`src/rtl/inst_fetch_pkg.sv`:
```
// Shared types and constants for the byte-serial instruction fetch unit:
// FSM state encoding, instruction lengths and opcodes known to the decoder.
package inst_fetch_pkg;

   typedef enum logic [1:0] {
      FETCH_OP = 2'd0,
      FETCH_B1 = 2'd1,
      FETCH_B2 = 2'd2,
      HOLD     = 2'd3
   } state_t;

   localparam logic [1:0] LEN1 = 2'd1;
   localparam logic [1:0] LEN2 = 2'd2;
   localparam logic [1:0] LEN3 = 2'd3;

   localparam logic [7:0] OP_NOP   = 8'h00;
   localparam logic [7:0] OP_L2_74 = 8'h74;
   localparam logic [7:0] OP_L3_75 = 8'h75;
   localparam logic [7:0] OP_L3_85 = 8'h85;
   localparam logic [7:0] OP_L2_E5 = 8'hE5;
   localparam logic [7:0] OP_L2_F5 = 8'hF5;

   // Row groups x6..xF share a length, keyed on the upper nibble
   localparam logic [3:0] ROW_7  = 4'h7;
   localparam logic [3:0] ROW_8  = 4'h8;
   localparam logic [3:0] ROW_A  = 4'hA;
   localparam logic [3:0] ROW_E  = 4'hE;
   localparam logic [3:0] ROW_F  = 4'hF;
   localparam logic [3:0] LO_MIN = 4'h6;

   function automatic logic in_row(
      input logic [7:0] op,
      input logic [3:0] row
   );
      return (op[7:4] == row) && (op[3:0] >= LO_MIN);
   endfunction

endpackage

```
`src/rtl/inst_fetch_ins_len_decode.sv`:
```
// Opcode -> instruction length and illegal flag.
// Define ILLEGAL_TRAP_EN to flag opcodes outside the supported set.
module ins_len_decode
   import inst_fetch_pkg::*;
(
   input  logic [7:0] opcode,
   output logic [1:0] len,
   output logic       illegal
);

   logic is_l3;
   logic is_l2;

   assign is_l3 = (opcode == OP_L3_75) || (opcode == OP_L3_85);

   assign is_l2 = (opcode == OP_L2_74)
               || in_row(opcode, ROW_7)
               || in_row(opcode, ROW_8)
               || in_row(opcode, ROW_A)
               || (opcode == OP_L2_E5)
               || (opcode == OP_L2_F5);

   always_comb begin
      len = LEN1;
      if (is_l3) begin
         len = LEN3;
      end else if (is_l2) begin
         len = LEN2;
      end
   end

`ifdef ILLEGAL_TRAP_EN
   logic is_l1;

   assign is_l1 = (opcode == OP_NOP)
               || in_row(opcode, ROW_E)
               || in_row(opcode, ROW_F);

   assign illegal = !(is_l1 || is_l2 || is_l3);
`else
   assign illegal = 1'b0;
`endif

endmodule

```
`src/rtl/inst_fetch.sv`:
```
// Byte-serial instruction fetch: assembles 1..3 byte instructions from a
// program ROM and offers them on a valid/ready port. Option: ILLEGAL_TRAP_EN.
module inst_fetch
   import inst_fetch_pkg::*;
#(
   parameter int ADDRWIDTH = 8
)
(
   input  logic                 clk,
   input  logic                 rst,
   output logic [ADDRWIDTH-1:0] rom_addr,
   output logic                 rom_cs,
   input  logic [7:0]           rom_data,
   output logic                 ins_valid,
   input  logic                 ins_ready,
   output logic [7:0]           ins_opcode,
   output logic [7:0]           ins_op1,
   output logic [7:0]           ins_op2,
   output logic [1:0]           ins_len,
   output logic [ADDRWIDTH-1:0] ins_pc,
   output logic                 ins_illegal,
   input  logic                 jmp_en,
   input  logic [ADDRWIDTH-1:0] jmp_addr
);

   localparam logic [ADDRWIDTH-1:0] PC_ONE =
      {{(ADDRWIDTH-1){1'b0}}, 1'b1};

   state_t               state;
   state_t               state_nxt;
   logic [ADDRWIDTH-1:0] pc;
   logic [1:0]           dec_len;
   logic                 dec_illegal;

   ins_len_decode u_dec (
      .opcode  (rom_data),
      .len     (dec_len),
      .illegal (dec_illegal)
   );

   assign rom_addr  = pc;
   assign rom_cs    = (state == HOLD);
   assign ins_valid = (state == HOLD);

   always_comb begin
      state_nxt = state;
      if (jmp_en) begin
         state_nxt = FETCH_OP;
      end else begin
         unique case (state)
            FETCH_OP: state_nxt = (dec_len == LEN1) ? HOLD : FETCH_B1;
            FETCH_B1: state_nxt = (ins_len == LEN3) ? FETCH_B2 : HOLD;
            FETCH_B2: state_nxt = HOLD;
            HOLD:     if (ins_ready) state_nxt = FETCH_OP;
            default:  state_nxt = FETCH_OP;
         endcase
      end
   end

   always_ff @(posedge clk or posedge rst) begin
      if (rst) begin
         state       <= FETCH_OP;
         pc          <= '0;
         ins_opcode  <= '0;
         ins_op1     <= '0;
         ins_op2     <= '0;
         ins_len     <= '0;
         ins_pc      <= '0;
         ins_illegal <= 1'b0;
      end else begin
         state <= state_nxt;

         // A redirect wins over both sampling and a pending transfer
         if (jmp_en) begin
            pc <= jmp_addr;
         end else if (state != HOLD) begin
            pc <= pc + PC_ONE;
         end

         if (!jmp_en) begin
            unique case (state)
               FETCH_OP: begin
                  ins_opcode  <= rom_data;
                  ins_op1     <= '0;
                  ins_op2     <= '0;
                  ins_pc      <= pc;
                  ins_len     <= dec_len;
                  ins_illegal <= dec_illegal;
               end
               FETCH_B1: ins_op1 <= rom_data;
               FETCH_B2: ins_op2 <= rom_data;
               default: ;
            endcase
         end
      end
   end

endmodule

```
`config.mk`:
```
export PLATFORM = sky130hd
export DESIGN_NAME = inst_fetch
export DESIGN_NICKNAME = d
export VERILOG_FILES = /design/src/rtl/inst_fetch_pkg.sv /design/src/rtl/inst_fetch_ins_len_decode.sv /design/src/rtl/inst_fetch.sv
export SDC_FILE = /design/constraint.sdc
export NUM_CORES = 1
export LEC_CHECK = 0
export ABC_AREA = 1
export CAP_MARGIN = 20
export CORE_MARGIN = 3
export CORE_UTILIZATION = 49
export CTS_CLUSTER_DIAMETER = 30
export DETAILED_ROUTE_END_ITERATION = 12
export GPL_TIMING_DRIVEN = 0
export PLACE_DENSITY = 0.84
export SLEW_MARGIN = 20
export SYNTH_ARGS = -nofsm -noshare
export SYNTH_HDL_FRONTEND = slang
export SYNTH_SLANG_ARGS = --single-unit
```
`constraint.sdc`:
```
create_clock -name clk -period 4.35 [get_ports clk]
set_input_delay 1.0875 -clock clk [delete_from_list [all_inputs] [get_ports clk]]
set_output_delay 1.0875 -clock clk [all_outputs]
set_load 0.02 [all_outputs]
```
After elaboration in Yosys (flattened, before gate mapping)

Index checks and enable logic that the tools add are counted.

Register bits after elaboration: 44
Output and inout port bits: 45

$add $sub $neg: 1
$lt $le $gt $ge: 1
Equal/unequal tests: 15
Muxes and demuxes: 11
Bitwise gates (word level): 1
Reductions and logical operators: 16

Operators with widths:

| kind                                                 | number |
|---|---|
| case mux 8 bit (2 select lines)                      | 2 |
| == test 8 bit (second input constant)                | 3 |
| == test 8 x 7 -> 1 bit (second input constant)       | 2 |
| two-way mux 8 bit                                    | 2 |
| two-way mux 2 bit                                    | 5 |
| adder 8 x 1 -> 8 bit (second input constant)         | 1 |
| == test 4 bit (second input constant)                | 2 |
| case mux 2 bit (4 select lines)                      | 1 |
| == test 2 bit (second input constant)                | 3 |
| logical OR 1 bit                                     | 6 |
| AND reduction 2 bit                                  | 3 |
| nonzero test 2 bit                                   | 3 |
| == test 2 x 1 -> 1 bit (second input constant)       | 2 |
| == test 4 x 3 -> 1 bit (second input constant)       | 1 |
| >= comparator 4 x 3 -> 1 bit (second input constant) | 1 |
| logical AND 1 bit                                    | 3 |
| != test 3 x 1 -> 1 bit (second input constant)       | 1 |
| logical NOT 2 bit                                    | 1 |
| != test 2 bit (second input constant)                | 1 |
| two-way mux 1 bit                                    | 1 |
| NOT 1 bit                                            | 1 |

Logic depth before layout (Yosys ltp)

Gate-level depths: netlist of the first run.

Depth in word-level cells: 13
Depth in mapped cells: 9

Cells and area by module

From an unflattened synthesis of the first run, not the netlist that was laid out.

Cells, all modules: 255
Area total of the unflattened synthesis: 2177.1 um^2

Modules (own cells, without submodules):

| module         | instances | cells each | area each (um^2) |
|---|---|---|---|
| inst_fetch     | 1         | 221        | 2023.2 |
| ins_len_decode | 1         | 34         | 153.9 |

Worst setup path before layout of the first run

No wires, ideal clock.

Kind: register -> output
Start: reg state[0]
End: out rom_cs
Data arrival time: 0.913 ns
Data required time: 3.263 ns
Slack: 2.350 ns
Stages on the path, launching flop included: 3
Path buffers: 1
Cell sequence: dfrtp_1 > ha_1 > buf_4

Longest elaborated chain between the ends: 1

Ends and longest elaborated chain:

| element                | RTL line         | source |
|---|---|---|
| start, declared        | inst_fetch.sv:29 | `state_t state;` |
| start signal, assigned | inst_fetch.sv:71 | `state <= state_nxt;` |
| == test 2 bit          | n/a              |  |
| end, declared          | inst_fetch.sv:12 | `output logic rom_cs,` |

No other way between the ends.

Worst setup path in the final report of the first run

Start: reg state[1]
End: out rom_cs

Longest elaborated chain between the ends: 1

Ends and longest elaborated chain:

| element       | RTL line         | source |
|---|---|---|
| == test 2 bit | inst_fetch.sv:42 | `assign rom_cs = (state == HOLD);` |

No other way between the ends.

==> results.toml, run 1 <==
[power_and_ir_drop]
p_comb_share_pct = 51.5
total_leakage_power_uw = 0.00132
power.switching_uw = 789
p_clk_share_pct = 12.5
internal-power_uw = 1150
power_density_nw_per_um2 = 689
p_seq_share_pct = 36.0
switching_share_pct = 40.8
irDropWorstVdd_uv = 314
p_total_uw = 1940

[cts]
cts_tree = "built"
post_cts_buffers = 0
clk_path_buf_depth = 2
cts-root-buf = "clkbuf_8"
clk-insertion-delay-late_ns = 0.29
cts_sinks = 44
cts_resized = 0
cts_inserted_buffers = 5
path_clk_slew_ns = 0.08
ctsHoldBuffers = 0
cts.htree.levels = 2

[synth]
syn_area_per_cell_um2 = 8.82
synthFlopType = "dfrtp_1"
syn_nets = 254
synth.top_cell.area_share_pct = 54.5
synth-edff-count = 0
async_flop_share_pct = 100
yosysSeqAreaShare_pct = 54.5
synth_cells = 229
ys_ff_latch = 44
netlist_area_um2 = 2020
synth_top_cell_by_area = "dfrtp_1"
synth_area_leaders = "dfrtp_1, o21ai_0, nand2_1"
yosysWarnings = 0
synth.distinct_cells = 25

[placement]
placed_area_um2 = 2730
dpl.hpwl_mm = 3.77
place_inst = 341
numPortBuffers = 63
gp_congestion = 0.934

[setup_path]
crit_chain = "ha_1 -> buf_4 -> clkdlybuf4s50_1"
endpoint_kind = "primary output"
start_kind = "flop"
critical_path_class = "reg -> out"
slowest_delay_ns = 0.59
r2r_slack_ns = 2.75
arrival_ns = 1.75
crit_required_ns = 3.26
slowest_stage = "clkdlybuf4s50_1"
critPathMaxFanout = 6

[route]
viasPerCell = 5.07
drc = 0
num_vias = 1765
drt_first_pass_iters = 4
ant_nets = 0
wirelength_mm = 4.82
drtIter0Drc = 146
routedWlPerCell_um = 13.9

[worst_hold_path]
hold_path.class = "reg -> reg"

[die]
start_util_pct = 52.8
die_area_um2 = 4930
ioPinCount = 65
core-area_um2 = 3830
die_h_um = 70.2
die_w_um = 70.2
rows = 22

[cells_and_area]
nets = 325
area_growth_pct = 39.2
layout.cells.non_filler = 348
drive_gt1_share_pct = 8.00
finalInstanceArea_um2 = 2810
num_antenna_cells = 0

[grt]
grt_pass1_wl_mm = 8.07
track_usage_pct = 20.9
grt_overflow_total = 0
grt_pass1_vias = 1673
grt_start_max_net_pins = 33
antenna_found_initial = 0

[sta]
slew_viol_final = 0
finClkSkew_ns = 0.00370
tns_ns = 0
tightest_slew_ns = 0.506
setup_viol = 0
finalHoldViolCount = 0
max_freq_ghz = 0.353
slew_headroom_pct = 66.1
rsz0062_at_grt = "false"
layout_min_cycle_time_ns = 2.83
fin_crit_sh_pct = 65.1

[run_status]
status = "complete, no violations"

[run]
drv_cap = 0
## cell usage after synthesis, types with 2 or more instances
cell      number
a21oi_1        5
buf_2          2
buf_4          4
buf_6          2
dfrtp_1       44
ha_1           5
inv_1         25
inv_2          3
nand2_1       43
nand3_1       16
nor2_1        17
o211ai_1       2
o21ai_0       39
o21ai_1        6
xor2_1         6
## cells by family (layout without fill, tap and decap cells)
family          count (synthesis)  count (layout)  share of synthesized area (%)
buf+inv                        37             108                           8.49
simple gates                   83              83                           17.6
fa+ha+maj                       5               5                           3.10
compound gates                 53              53                           13.5
flops                          44              44                           54.5
xor+xnor                        6               6                           2.60
other cells                     1               1                          0.186
## layer usage
| layer | up-vias | part of all wire, % | track usage (%) |
|---|---|---|---|
| met3 | 9 | 4.5 | 4.75 |
| met1 | 828 | 46 | 29.2 |
| met2 | 49 | 47 | 32.1 |
| li1 | 879 | - | - |
| met5 | - | 0 | 0 |
| met4 | 0 | 1.9 | 7.23 |
## power by group through the flow
stage	clock network, uW	registers (uW)	logic [uW]
after CTS	247	697	1000
after detailed placement	0	704	1000
after global routing	261	722	1090
after floorplan	0	895	333
after global placement	0	697	976
final	241	698	997
## final timing paths
path | startpoint | cells past startpoint | end
max | state[1]$_DFFE_PP0P_ | 3 | rom_cs
min | ins_opcode[5]$_DFFE_PP0P_ | 2 | ins_opcode[5]$_DFFE_PP0P_
max reg2reg | state[1]$_DFFE_PP0P_ | 9 | ins_opcode[6]$_DFFE_PP0P_
min reg2reg | ins_opcode[5]$_DFFE_PP0P_ | 2 | ins_opcode[5]$_DFFE_PP0P_
max in group asynchronous | rst | 3 | rom_addr[7]$_DFFE_PP0P_
min in group asynchronous | rst | 2 | ins_opcode[5]$_DFFE_PP0P_
## flip-flops by register name (all words and copies together), names as in the netlist
signal	cells
state	2
ins_op1	8
ins_op2	8
ins_len	2
rom_addr	8
ins_opcode	8
ins_pc	8
## layout make-up
class                           count  area (um^2)
Buffer                              9         66.3
Clock buffer                        5         68.8
Clock inverter                      2         12.5
Fill cell                         322         1010
Inverter                           28          105
Multi-Input combinational cell    148          747
Sequential cell                    44         1100
Tap cell                           48         60.1
Timing Repair Buffer               64          651
## worst max-delay path: cells and delay by family (launching register included)
family	cells	cell delay, ns
buffers and inverters	2	0.75
flip-flops	1	0.39
adder cells (fa/ha/maj)	1	0.32
## metrics by stage
stage | worst slack (ns) | hold WS [ns] | util (%)
floorplan | 2.23 | 0.580 | -
global placement | 1.39 | 0.468 | 70.8
detailed placement | 1.79 | 0.477 | 71.4
CTS | 1.53 | 0.495 | 73.5
global route | 1.45 | 0.519 | 73.5
finish | 1.52 | 0.492 | 73.5
## layout by cell type (no fill, tap or decap), types with 2 or more instances in the layout
| cell type | netlist | routed |
|---|---|---|
| a21oi_1 | 5 | 5 |
| buf_2 | 2 | 2 |
| buf_4 | 4 | 4 |
| buf_6 | 2 | 2 |
| clkbuf_8 | 0 | 5 |
| clkdlybuf4s50_1 | 0 | 63 |
| dfrtp_1 | 44 | 44 |
| ha_1 | 5 | 5 |
| inv_1 | 25 | 24 |
| inv_2 | 3 | 4 |
| nand2_1 | 43 | 43 |
| nand3_1 | 16 | 16 |
| nor2_1 | 17 | 17 |
| o211ai_1 | 2 | 2 |
| o21ai_0 | 39 | 39 |
| o21ai_1 | 6 | 6 |
| xor2_1 | 6 | 6 |
No activity file was read; power rests on OpenSTA's default activity.
==> inputs of run 2 (changes only) <==
CORE_UTILIZATION = 46   (was 49)
PLACE_DENSITY = 0.8   (was 0.84)
clock period = 2.7 ns   (was 4.35 ns; I/O delays follow)
==> run 2 against run 1 <==
  * Wire length up 5.5%
  * Non-clock buffer count unchanged
  * Sequential share of layout area down 0.12 points
  * Critical path depth unchanged
  * Clock-buffer cell count unchanged
  * Cell count up 0.86%
  * Design area up 0.31%
  * Global-route usage up 0.36 points
  * Combinational power up 62%
  * Clock power up 69%
  * Critical endpoint unchanged
  * Largest power group unchanged
==> results.toml, run 2 (same netlist as run 1, synthesis figures left out) <==
[route]
routedWlPerCell_um = 14.5
drtIter0Drc = 100
drt_first_pass_iters = 4
viasPerCell = 4.99
num_vias = 1750
ant_nets = 0
drc = 0
wirelength_mm = 5.09

[placement]
gp_congestion = 0.853
place_inst = 343
dpl.hpwl_mm = 3.99
numPortBuffers = 63

[cts]
cts.htree.levels = 2
clk-insertion-delay-late_ns = 0.29
post_cts_buffers = 0
clk_path_buf_depth = 2
path_clk_slew_ns = 0.08
ctsHoldBuffers = 0
cts_tree = "built"
cts_inserted_buffers = 5
cts-root-buf = "clkbuf_8"
cts_resized = 0
cts_sinks = 44

[die]
core-area_um2 = 4120
start_util_pct = 49.1
die_h_um = 72.3
die_w_um = 72.3
ioPinCount = 65
die_area_um2 = 5220
rows = 23

[sta]
slew_headroom_pct = 65.0
setup_viol = 0
tns_ns = 0
finalHoldViolCount = 0
max_freq_ghz = 0.420
layout_min_cycle_time_ns = 2.38
fin_crit_sh_pct = 88.1
rsz0062_at_grt = "false"
finClkSkew_ns = 0.00493
tightest_slew_ns = 0.523
slew_viol_final = 0

[setup_path]
r2r_start = "state[0]$_DFFE_PP0P_"
critical_path_class = "reg -> out"
start_kind = "flop"
crit_required_ns = 2.03
r2r_slack_ns = 1.13
arrival_ns = 1.70
endpoint_kind = "primary output"
critPathMaxFanout = 6
crit_start = "state[0]$_DFFE_PP0P_"

[grt]
antenna_found_initial = 0
grt_pass1_vias = 1817
grt_pass1_wl_mm = 8.60
grt_overflow_total = 0
grt_util_met2_pct = 35.5
grt_start_max_net_pins = 31
track_usage_pct = 21.3
met1_usage_pct = 27.5
grt_util_met3_pct = 3.88
grt_busiest_layer = "met2"

[power_and_ir_drop]
total_leakage_power_uw = 0.00133
irDropWorstVdd_uv = 617
p_total_uw = 3140
power_density_nw_per_um2 = 1110

[cells_and_area]
nets = 325
drive_gt1_share_pct = 8.31
mostFrequentLayoutCells = "clkdlybuf4s50_1, dfrtp_1, nand2_1"
num_antenna_cells = 0
layout.cells.non_filler = 351
final_common_cell = "clkdlybuf4s50_1"
area_growth_pct = 39.7

[worst_hold_path]
min-delay-start = "ins_pc[6]$_DFFE_PP0P_"
hold_path.class = "reg -> reg"

[run]
drv_cap = 0

[run_status]
status = "complete, no violations"
[run 2: final cells by class]
| cell class | count | area (um^2) |
|---|---|---|
| Inverter | 28 | 105 |
| Fill cell | 351 | 1290 |
| Timing Repair Buffer | 64 | 651 |
| Tap cell | 50 | 62.6 |
| Clock buffer | 5 | 68.8 |
| Sequential cell | 44 | 1100 |
| Buffer | 9 | 66.3 |
| Multi-Input combinational cell | 148 | 747 |
| Clock inverter | 3 | 18.8 |
[run 2: report_power, final]
part           switching, uW  total, uW  internal, uW
Sequential               170       1110           943
Clock                    227        408           181
Combinational            890       1620           731
Total                   1290       3140          1850
[run 2: metal layers]
| layer | wire (um) | vias up |
|---|---|---|
| li1 | - | 874 |
| met1 | 2120 | 810 |
| met2 | 2620 | 59 |
| met3 | 267 | 7 |
| met4 | 76 | 0 |
| met5 | 0 | - |
[run 2: metrics by stage]
stage          setup slack (ns)  area [um^2]  util [%]  hold slack (ns)
2_1_floorplan             0.994         2020         -            0.580
3_3_place_gp              0.137         2710      65.9            0.466
3_5_place_dp              0.546         2730      66.4            0.478
4_1_cts                   0.318         2820      68.5            0.498
5_1_grt                   0.232         2820      68.5            0.520
6_report                  0.322         2820      68.5            0.490
[run 2: critical path, cell delays in order, from the launching register on]
cell	delay, ns
dfrtp_1	0.38
ha_1	0.29
buf_4	0.15
clkdlybuf4s50_1	0.59
[run 2: path summary, 6_finish.rpt]
kind                                              to  depth (start not counted)
max in group asynchronous    rom_addr[0]$_DFFE_PP0P_                          3
max reg2reg                ins_opcode[3]$_DFFE_PP0P_                          9
min                            ins_pc[6]$_DFFE_PP0P_                          2
min in group asynchronous      ins_pc[4]$_DFFE_PP0P_                          2
max                                           rom_cs                          3
min reg2reg                    ins_pc[6]$_DFFE_PP0P_                          2
==> inputs of run 3 (changes only) <==
CORE_ASPECT_RATIO = 0.5   (was unset)
==> run 3 against run 2 <==
  * Clock power rose by 7.1%
  * Hold slack got worse by 0.012 ns
  * Flip-flop and latch count unchanged
  * Total power is 1.0% higher
  * Register-to-register slack got worse by 0.14 ns
  * Clock-buffer cell count increased by 1
  * Utilization grew 1.1 points
  * Via count increased by 1.6%
  * Sequential share of layout area decreased by 0.14 points
  * Wire length fell by 1.8%
  * Non-clock buffer count unchanged
==> results.toml, run 3 (same netlist as run 1, synthesis figures left out) <==
[run_status]
status = "complete, no violations"

[grt]
track_usage_pct = 20.6
grt_start_max_net_pins = 35
grt_pass1_wl_mm = 8.36
grt_overflow_total = 0
antenna_found_initial = 0
grt_pass1_vias = 1779

[cells_and_area]
nets = 325
drive_gt1_share_pct = 8.31
finalInstanceArea_um2 = 2830
num_antenna_cells = 0
area_growth_pct = 40.1
final_common_cell = "clkdlybuf4s50_1"
mostFrequentLayoutCells = "clkdlybuf4s50_1, dfrtp_1, nand2_1"
layout.cells.non_filler = 355

[sta]
tns_ns = 0
finalHoldViolCount = 0
tightest_slew_ns = 0.593
layout_min_cycle_time_ns = 2.42
finClkSkew_ns = 0.00546
slew_viol_final = 0
rsz0062_at_grt = "false"
fin_crit_sh_pct = 89.6
max_freq_ghz = 0.413
slew_headroom_pct = 60.3
setup_viol = 0
setup_slack_ns = 0.280

[power_and_ir_drop]
irDropWorstVdd_uv = 579
total_leakage_power_uw = 0.00133
p_total_uw = 3170
power_density_nw_per_um2 = 1120

[die]
die_h_um = 52.9
die_w_um = 99.7
ioPinCount = 65
core-area_um2 = 4060
rows = 16
start_util_pct = 49.7
die_area_um2 = 5270

[cts]
cts.htree.levels = 2
cts_sinks = 44
path_clk_slew_ns = 0.08
cts_resized = 0
clk-insertion-delay-late_ns = 0.30
post_cts_buffers = 0
clk_path_buf_depth = 2
cts_tree = "built"
ctsHoldBuffers = 0
cts-root-buf = "clkbuf_8"
cts_inserted_buffers = 5

[setup_path]
critical_path_class = "reg -> out"
slowest_delay_ns = 0.59
critPathMaxFanout = 6
crit_buf_inv = 2
path_delay_family = "buffers and inverters"
slowest_stage = "clkdlybuf4s50_1"
arrival_ns = 1.75
crit_chain = "ha_1 -> buf_4 -> clkdlybuf4s50_1"
crit_required_ns = 2.03
endpoint_kind = "primary output"
start_kind = "flop"
r2r_slack_ns = 0.99

[placement]
dpl.hpwl_mm = 3.79
preCtsSetupSlack_ns = 0.512
place_inst = 347
placed_area_um2 = 2740
gp_congestion = 0.913
numPortBuffers = 63

[worst_hold_path]
hold_path.class = "reg -> reg"

[route]
drt_first_pass_iters = 6
viasPerCell = 5.01
ant_nets = 0
num_vias = 1778
routedWlPerCell_um = 14.1
wirelength_mm = 5.00
drtIter0Drc = 58
drc = 0

[run]
drv_cap = 0
## run 3: cell types whose count changed in the layout (fill, tap and decap cells not counted), sizes merged
cell    delta
clkbuf     +1
clkinv     -1
## run 3: path summary, 6_finish.rpt
check	startpoint	endpoint	cells after the start
worst min-delay path	ins_pc[0]$_DFFE_PP0P_	ins_pc[0]$_DFFE_PP0P_	2
min in group asynchronous	rst	ins_op1[5]$_DFFE_PP0P_	2
max in group asynchronous	rst	ins_pc[1]$_DFFE_PP0P_	3
worst max register to register	state[0]$_DFFE_PP0P_	ins_pc[7]$_DFFE_PP0P_	9
worst max-delay path	state[0]$_DFFE_PP0P_	rom_cs	3
worst min register to register	ins_pc[0]$_DFFE_PP0P_	ins_pc[0]$_DFFE_PP0P_	2
## run 3: report_power, final
part / switching [uW] / internal [uW]
logic: 891 / 730
registers: 173 / 943
clock network: 232 / 205
total: 1300 / 1880
## run 3: per-stage QoR
| stage | util (%) | hold slack, ns |
|---|---|---|
| 2_1_floorplan | - | 0.580 |
| 3_3_place_gp | 66.9 | 0.457 |
| 3_5_place_dp | 67.4 | 0.461 |
| 4_1_cts | 69.6 | 0.481 |
| 5_1_grt | 69.6 | 0.520 |
| 6_report | 69.6 | 0.478 |
## run 3: area by class of cell
class | instances | area (um^2)
fill | 327 | 1230
inverter | 28 | 105
multi-input combinational | 148 | 747
timing repair buffer | 64 | 651
buffer | 9 | 66.3
tap | 54 | 67.6
clock inverter | 2 | 10.0
clock buffer | 6 | 82.6
sequential | 44 | 1100
## run 3: worst register-to-register path, stage by stage, from the launching register on
cell and delay (ns):
dfrtp_1 0.41, inv_1 0.11, ha_1 0.23, inv_1 0.09, nor2_4 0.17, inv_2 0.05
buf_4 0.17, buf_6 0.15, nand2_1 0.07, o21ai_0 0.12
## run 3: layer usage
layer	track usage [%]	share of wire, %	vias to the layer above
li1	-	-	876
met5	0	0	-
met2	36.5	49	37
met1	26.0	46	857
met3	4.21	3.7	8
met4	5.90	1.1	0
